## config.mk

```make
export PLATFORM = sky130hd
export DESIGN_NAME = wb_trace_monitor
export DESIGN_NICKNAME = d
export VERILOG_FILES = /design/src/rtl/wb_trace_monitor.sv
export SDC_FILE = /design/constraint.sdc
export NUM_CORES = 1
export LEC_CHECK = 0
export ABC_AREA = 1
export BUFFER_PORTS_ARGS = -buffer_cell sky130_fd_sc_hd__clkbuf_2
export CAP_MARGIN = 10
export CORE_MARGIN = 3
export CORE_UTILIZATION = 45
export CTS_BUF_LIST = sky130_fd_sc_hd__clkbuf_4 sky130_fd_sc_hd__clkbuf_8 sky130_fd_sc_hd__clkbuf_16
export DETAILED_ROUTE_END_ITERATION = 7
export SKIP_LAST_GASP = 1
export SLEW_MARGIN = 20
export SYNTH_ARGS = -nofsm -noshare
export SYNTH_HDL_FRONTEND = slang
export SYNTH_SLANG_ARGS = --single-unit
```

## constraint.sdc

```tcl
create_clock -name clk -period 9.75 [get_ports clk]
set_clock_uncertainty 0.15 [all_clocks]
set_input_delay 0.975 -clock clk [delete_from_list [all_inputs] [get_ports clk]]
set_output_delay 0.975 -clock clk [all_outputs]
set_load 0.005 [all_outputs]
```

## src/rtl/wb_trace_monitor.sv

```systemverilog
// Register-writeback trace monitor: captures (rd, data, pc) of every architectural
// write into a circular buffer and flags program halt when the fetch PC stops moving.
module wb_trace_monitor #(
    parameter int XLEN        = 32,
    parameter int RA_W        = 5,
    parameter int DEPTH       = 16,
    parameter int STALL_LIMIT = 8,
    parameter int WRAP_MODE   = 1
) (
    input  logic                       clk,
    input  logic                       reset,
    input  logic                       wb_valid,
    input  logic [RA_W-1:0]            wb_rd,
    input  logic [XLEN-1:0]            wb_data,
    input  logic [XLEN-1:0]            wb_pc,
    input  logic [XLEN-1:0]            pc,
    input  logic                       rd_en,
    output logic                       rd_valid,
    output logic [RA_W-1:0]            rd_rd,
    output logic [XLEN-1:0]            rd_data,
    output logic [XLEN-1:0]            rd_pc,
    output logic [$clog2(DEPTH+1)-1:0] count,
    output logic                       overflow,
    output logic                       halted,
    output logic [XLEN-1:0]            halt_pc
);
    localparam int AW   = $clog2(DEPTH);
    localparam int CW   = $clog2(DEPTH+1);
    localparam int SC_W = $clog2(STALL_LIMIT+1);

    typedef enum logic {RUN, HALTED} state_t;

    state_t          state;
    logic [RA_W-1:0] mem_rd   [DEPTH];
    logic [XLEN-1:0] mem_data [DEPTH];
    logic [XLEN-1:0] mem_pc   [DEPTH];
    logic [AW-1:0]   head, tail;
    logic [SC_W-1:0] stall_cnt;
    logic [XLEN-1:0] prev_pc;
    logic            prev_vld;

    logic push, pop, full, wr_en, drop_head, same;

    always_comb begin
        push      = wb_valid && (wb_rd != '0) && (state == RUN);
        pop       = rd_en && (count != '0);
        full      = (count == CW'(DEPTH));
        // In wrap mode a full push without a pop evicts the oldest entry.
        wr_en     = push && (pop || !full || (WRAP_MODE != 0));
        drop_head = push && full && !pop && (WRAP_MODE != 0);
        // prev_vld makes the first cycle after reset always count as a PC change.
        same      = prev_vld && (pc == prev_pc);
    end

    always_ff @(posedge clk) begin
        if (!reset && wr_en) begin
            mem_rd[tail]   <= wb_rd;
            mem_data[tail] <= wb_data;
            mem_pc[tail]   <= wb_pc;
        end
    end

    always_ff @(posedge clk) begin
        if (reset) begin
            head      <= '0;
            tail      <= '0;
            count     <= '0;
            overflow  <= 1'b0;
            halted    <= 1'b0;
            halt_pc   <= '0;
            rd_valid  <= 1'b0;
            rd_rd     <= '0;
            rd_data   <= '0;
            rd_pc     <= '0;
            stall_cnt <= '0;
            prev_pc   <= '0;
            prev_vld  <= 1'b0;
            state     <= RUN;
        end else begin
            rd_valid <= pop;
            if (pop) begin
                rd_rd   <= mem_rd[head];
                rd_data <= mem_data[head];
                rd_pc   <= mem_pc[head];
            end
            if (wr_en)
                tail <= tail + AW'(1);
            if (pop || drop_head)
                head <= head + AW'(1);
            if (push && !pop && !full)
                count <= count + CW'(1);
            else if (pop && !push)
                count <= count - CW'(1);
            if (push && full && !pop)
                overflow <= 1'b1;

            prev_pc  <= pc;
            prev_vld <= 1'b1;
            if (!same)
                stall_cnt <= '0;
            else if (stall_cnt != {SC_W{1'b1}})
                stall_cnt <= stall_cnt + SC_W'(1);

            case (state)
                RUN: begin
                    if (same && stall_cnt == SC_W'(STALL_LIMIT-2)) begin
                        state   <= HALTED;
                        halted  <= 1'b1;
                        halt_pc <= pc;
                    end
                end
                HALTED: state <= HALTED;
                default: state <= RUN;
            endcase
        end
    end
endmodule

```

# Word-level counts from Yosys, hierarchy flattened
# Memories as Yosys holds them, arrays and structs flattened. A register that Yosys moved wholly into a read port is not among the register bits.
# Index checks and enable logic that the tools add are counted.
[word_totals] reg_bits=86 mem_bits_rw=1104 in_bits=105 wordCells=53 memories=3
[memory_table] memory="mem_data" depth=16 word_bits=32 read_ports=1 rd_clocked_by_memory_dff=1 write_ports=1 line_no="35" source="logic [XLEN-1:0] mem_data [DEPTH];"
[memory_table] memory="mem_pc" depth=16 word_bits=32 read_ports=1 rd_clocked_by_memory_dff=1 write_ports=1 line_no="36" source="logic [XLEN-1:0] mem_pc [DEPTH];"
[memory_table] memory="mem_rd" depth=16 word_bits=5 read_ports=1 rd_clocked_by_memory_dff=1 write_ports=1 line_no="34" source="logic [RA_W-1:0] mem_rd [DEPTH];"
[classes] addsub=5 eq_ne=4 n_mux=7 bitwise_logic=2 n_reduce_logical=21
[ops] op="equality test 32 bit" count=1
[ops] op="adder 4 x 1 -> 4 bit (second input constant)" count=3
[ops] op="logical AND 1 bit" count=11
[ops] op="2-to-1 mux 5 bit" count=2
[ops] op="nonzero test 5 bit" count=2
[ops] op="adder 5 x 1 -> 5 bit (second input constant)" count=1
[ops] op="equality test 5 bit (second input constant)" count=1
[ops] op="subtractor 5 x 1 -> 5 bit (second input constant)" count=1
[ops] op="equality test 4 x 3 -> 1 bit (second input constant)" count=1
[ops] op="zero test 1 bit" count=4
[ops] op="2-to-1 mux 1 bit" count=4
[ops] op="!= test 4 bit (second input constant)" count=1
[ops] op="NOT 1 bit" count=2
[ops] op="one-hot mux 1 bit (2 select lines)" count=1
[ops] op="AND reduction 2 bit" count=1
[ops] op="nonzero test 2 bit" count=1
[ops] op="OR reduction 2 bit" count=1
[ops] op="logical OR 1 bit" count=1

# Logic depth before layout (Yosys ltp)
[depth] word_depth=7 depth_mapped=13

# Worst setup path after synthesis
# No wires, ideal clock.
[synth_path] kind="input port to flip-flop" startpoint="input wb_valid" endpoint="memory mem_data[13][0] (enable)" arrival_time_ps=6127 required_time_ps=9019 path_slack_ps=2892 stages=6 n_path_buf=0 cell_sequence="inv_1 > nor2_1 > nand2_1 > nor2_1 > inv_1 > nor3_1"
[synth_via] elab_chain_len=5
[synth_rtl] element="start, declared" line_no="12" source="input logic wb_valid,"
[synth_rtl] element="logical AND 1 bit (2 in series)" line_no="45" source="push = wb_valid && (wb_rd != '0) && (state == RUN);"
[synth_rtl] element="logical AND 1 bit" line_no="56" source="if (!reset && wr_en) begin"
[synth_rtl] element="2-to-1 mux 1 bit" line_no="56"
[synth_rtl] element="2-to-1 mux 1 bit (implied by the code)" line_no="58" source="mem_data[tail] <= wb_data;"
[synth_rtl] element="end, declared" line_no="35"
# No other way between the ends.

==> results.sh <==
export IMPL_crit_path_start="head[1]$_SDFFE_PP0P_"
export IMPL_via_per_inst=5.543
export IMPL_antenna_found_initial=3
export IMPL_clock_latency_ns=0.73
export IMPL_post_cts_resize_count=0
export IMPL_drtIter0Drc=3121
export IMPL_routedWlPerCell_um=21.60
export IMPL_p_clk_frac=0.358
export IMPL_synth_cells=4009
export IMPL_period_share=0.4316
export IMPL_wl_met3_mm=6.752
export IMPL_drive_gt1_frac=0.1235
export IMPL_crit_chain="buf_12 > buf_12 > o21ai_0 > o211ai_1 > nand3_1 > nand3_1 > o211ai_1 > inv_1"
export IMPL_post_cts_setup_buffers=0
export IMPL_gp_congestion=0.7747
export IMPL_worst_path_buf_inv=3
export IMPL_path_clk_slew_ns=0.06
export IMPL_cellLeakagePower_nw=19.38
export IMPL_die_area_um2=114000
export IMPL_cp_arrival_ns=4.72
export IMPL_core_area_um2=109000
export IMPL_numPortBuffers=213
export IMPL_cap_violations=0
export IMPL_cts_buffers=136
export IMPL_grt_start_max_net_pins=259
export IMPL_fmax_mhz=237.7
export IMPL_grt_pass1_vias=30650
export IMPL_timing_rr_start="head[1]$_SDFFE_PP0P_"
export IMPL_path_class="reg -> reg"
export IMPL_design_area_um2=56060
export IMPL_cts_path_max_buffers=3
export IMPL_wl_mm=122.4
export IMPL_max_slew_margin_rel=0.04913
export IMPL_die_h_um=337.6
export IMPL_vias=31410
export IMPL_cpPeakStageDelay_ns=0.96
export IMPL_synth_cell_type_count=35
export IMPL_worstHoldStart="halted$_SDFFE_PP0P_"
export IMPL_netSwitchingPower_w=0.004268
export IMPL_grtUsageTotal=0.2135
export IMPL_wl_met1_mm=53.09
export IMPL_powerDensity_nw_per_um2=254.2
export IMPL_synth_fp_nets=4125
export IMPL_h_tree_depth=4
export IMPL_hold_violations=0
export IMPL_placementRows=121
export IMPL_syn_area_um2=49480
export IMPL_synth_top_area_frac=0.6700
export IMPL_cp_start_kind="register"
export IMPL_yosys_top_cells_area="edfxtp_1 (67%), nor2_1 (6.9%), dfxtp_1 (6.3%), o21ai_0 (5.7%), o211ai_1 (4.2%)"
export IMPL_outcome="finished, final reports clean"
export IMPL_switching_share=0.2995
export IMPL_synth_flop_cell="edfxtp_1"
export IMPL_drc=0
export IMPL_combPwrFrac=0.205
export IMPL_worst_slew_pin_slew_ns=1.426
export IMPL_drt_first_pass_iters=5
export IMPL_sequentialPowerShare=0.436
export IMPL_dp_hpwl_mm=62.10
export IMPL_ys_ff_latch=1259
export IMPL_cts_tree="yes"
export IMPL_die_w_um=337.6
export IMPL_setup_violations=0
export IMPL_grt_pass1_wl_mm=186.6
export IMPL_ir_worst_vdd_uv=231.5
export IMPL_clock_sinks=1259
export IMPL_layout_nets=4258
export IMPL_yosysWarnings=0
export IMPL_crit_path_top_delay_cell="dfxtp_4"
export IMPL_place_area_um2=51580
export IMPL_highest_layer="met5"
export IMPL_route_met2_wl_mm=59.50
export IMPL_root_buffer="clkbuf_16"
export IMPL_start_util=0.4539
export IMPL_critPathMaxFanout=218
export IMPL_min_period_ns=4.208
export IMPL_min_path_type="reg -> reg"
export IMPL_grt_setup_unrepaired="false"
export IMPL_postSynthAreaPerCell_um2=12.34
export IMPL_ioPinCount=214
export IMPL_synth_edf_count=1104
export IMPL_ys_seq_area_frac=0.7327
export IMPL_async_flop_share=0
export IMPL_end_kind="register"
export IMPL_cts_hold_buf=0
export IMPL_syn_to_final_growth_pct=13.30
export IMPL_required_ns=10.27
export IMPL_overflow=0
export IMPL_crit_family="buffers and inverters"
export IMPL_p_int_w=0.009985
export IMPL_fin_setup_tns_ns=0
export IMPL_drtAntennaViolNets=0
export IMPL_drv_slew=0
export IMPL_yosysTopAreaCell="edfxtp_1"
==> state kept, by name (all words and copies together), names as in the netlist, 5 cells and up <==
signal / cells
prev_pc: 32
count: 5
mem_rd: 80
mem_data: 512
rd_rd: 5
mem_pc: 512
rd_pc: 32
rd_data: 32
halt_pc: 32
==> power by group through the flow <==
stage	logic (W)	clock network, W	registers [W]
after global placement	0.00290	0	0.00633
after floorplan	0.00215	0	0.00623
after detailed placement	0.00294	0	0.00633
after CTS	0.00295	0.00520	0.00622
final	0.00292	0.00511	0.00622
after global routing	0.00332	0.00542	0.00624
==> cell type report <==
cell class                      count  area (um^2)
Clock buffer                      179         3862
Inverter                          190        757.0
Tap cell                         1414         1769
Multi-Input combinational cell   2293        11300
Timing Repair Buffer              262         1484
Sequential cell                  1259        36270
Antenna cell                        2        5.005
Fill cell                        9368        52940
Clock inverter                     68        615.6
==> layout by cell type, fill, tap and decap left out, drive strengths merged <==
| cell | n |
|---|---|
| and2 | 1 |
| xor2 | 2 |
| o21ai | 569 |
| clkbuf | 392 |
| nor3 | 10 |
| o221ai | 69 |
| xnor2 | 4 |
| nand4 | 10 |
| a31oi | 1 |
| or2 | 3 |
| mux2i | 1 |
| buf | 49 |
| fa | 1 |
| edfxtp | 1104 |
| nand3 | 219 |
| and3 | 1 |
| inv | 197 |
| a21boi | 1 |
| nor2 | 904 |
| bufinv | 9 |
| o211ai | 276 |
| diode | 2 |
| dfxtp | 155 |
| ha | 10 |
| nand3b | 1 |
| clkinv | 50 |
| clkinvlp | 2 |
| nand2 | 190 |
| a21oi | 20 |
==> final timing paths <==
path                                                  to  slack [ns]  cells past startpoint
worst max-delay path            rd_data[10]$_SDFFE_PP0P_        5.54                      8
worst max register to register  rd_data[10]$_SDFFE_PP0P_        5.54                      8
worst min-delay path                 halted$_SDFFE_PP0P_        0.31                      2
worst min register to register       halted$_SDFFE_PP0P_        0.31                      2
==> worst reg2reg max path, cell delays in order (launching register included) <==
cell and delay (ns):
dfxtp_4 0.96, buf_12 0.60, buf_12 0.73, o21ai_0 0.78, o211ai_1 0.28, nand3_1 0.21
nand3_1 0.24, o211ai_1 0.12, inv_1 0.09
==> cell families after synthesis <==
| kind of cell | share of synthesized area |
|---|---|
| AO/OA/AOI/OAI | 0.1139 |
| buffers and inverters | 0.04099 |
| XOR/XNOR | 0.001062 |
| multiplexers | 0.0002023 |
| flip-flops | 0.7327 |
| adder cells (fa/ha/maj) | 0.002933 |
| AND/OR/NAND/NOR | 0.1082 |
==> routing by layer <==
metal | vias to the layer above | GRT usage
met2 | 849 | 0.3544
li1 | 14750 | -
met4 | 4 | 0.06844
met1 | 15610 | 0.2893
met3 | 195 | 0.03348
met5 | - | 0
==> metrics by stage <==
stage	instances	total power, W	hold WS, ns	utilization	setup WS [ns]
finish	5667	0.01425	0.3075	0.5143	5.542
floorplan	4009	0.008387	0.2966	-	2.892
detailed placement	5418	0.009276	0.3004	0.4732	5.264
CTS	5665	0.01438	0.2924	0.5143	5.830
global placement	5418	0.009238	0.3037	0.4732	5.284
global route	5665	0.01498	0.3307	0.5143	5.507
==> cells in the mapped netlist (2+ instances only) <==
cell type and n:
inv_1 177, buf_2 32, buf_1 28, nand2_1 190, xnor2_1 4, clkbuf_1 160
nor3_1 10, a21oi_1 20, buf_6 19, dfxtp_1 155, xor2_1 2, edfxtp_1 1104
or2_2 2, ha_1 10, o21ai_0 568, o221ai_1 69, o211ai_1 276, nand3_1 219
nor2_1 904, buf_4 26, inv_2 11, nand4_1 10
Power figures use the tool's default switching activity.
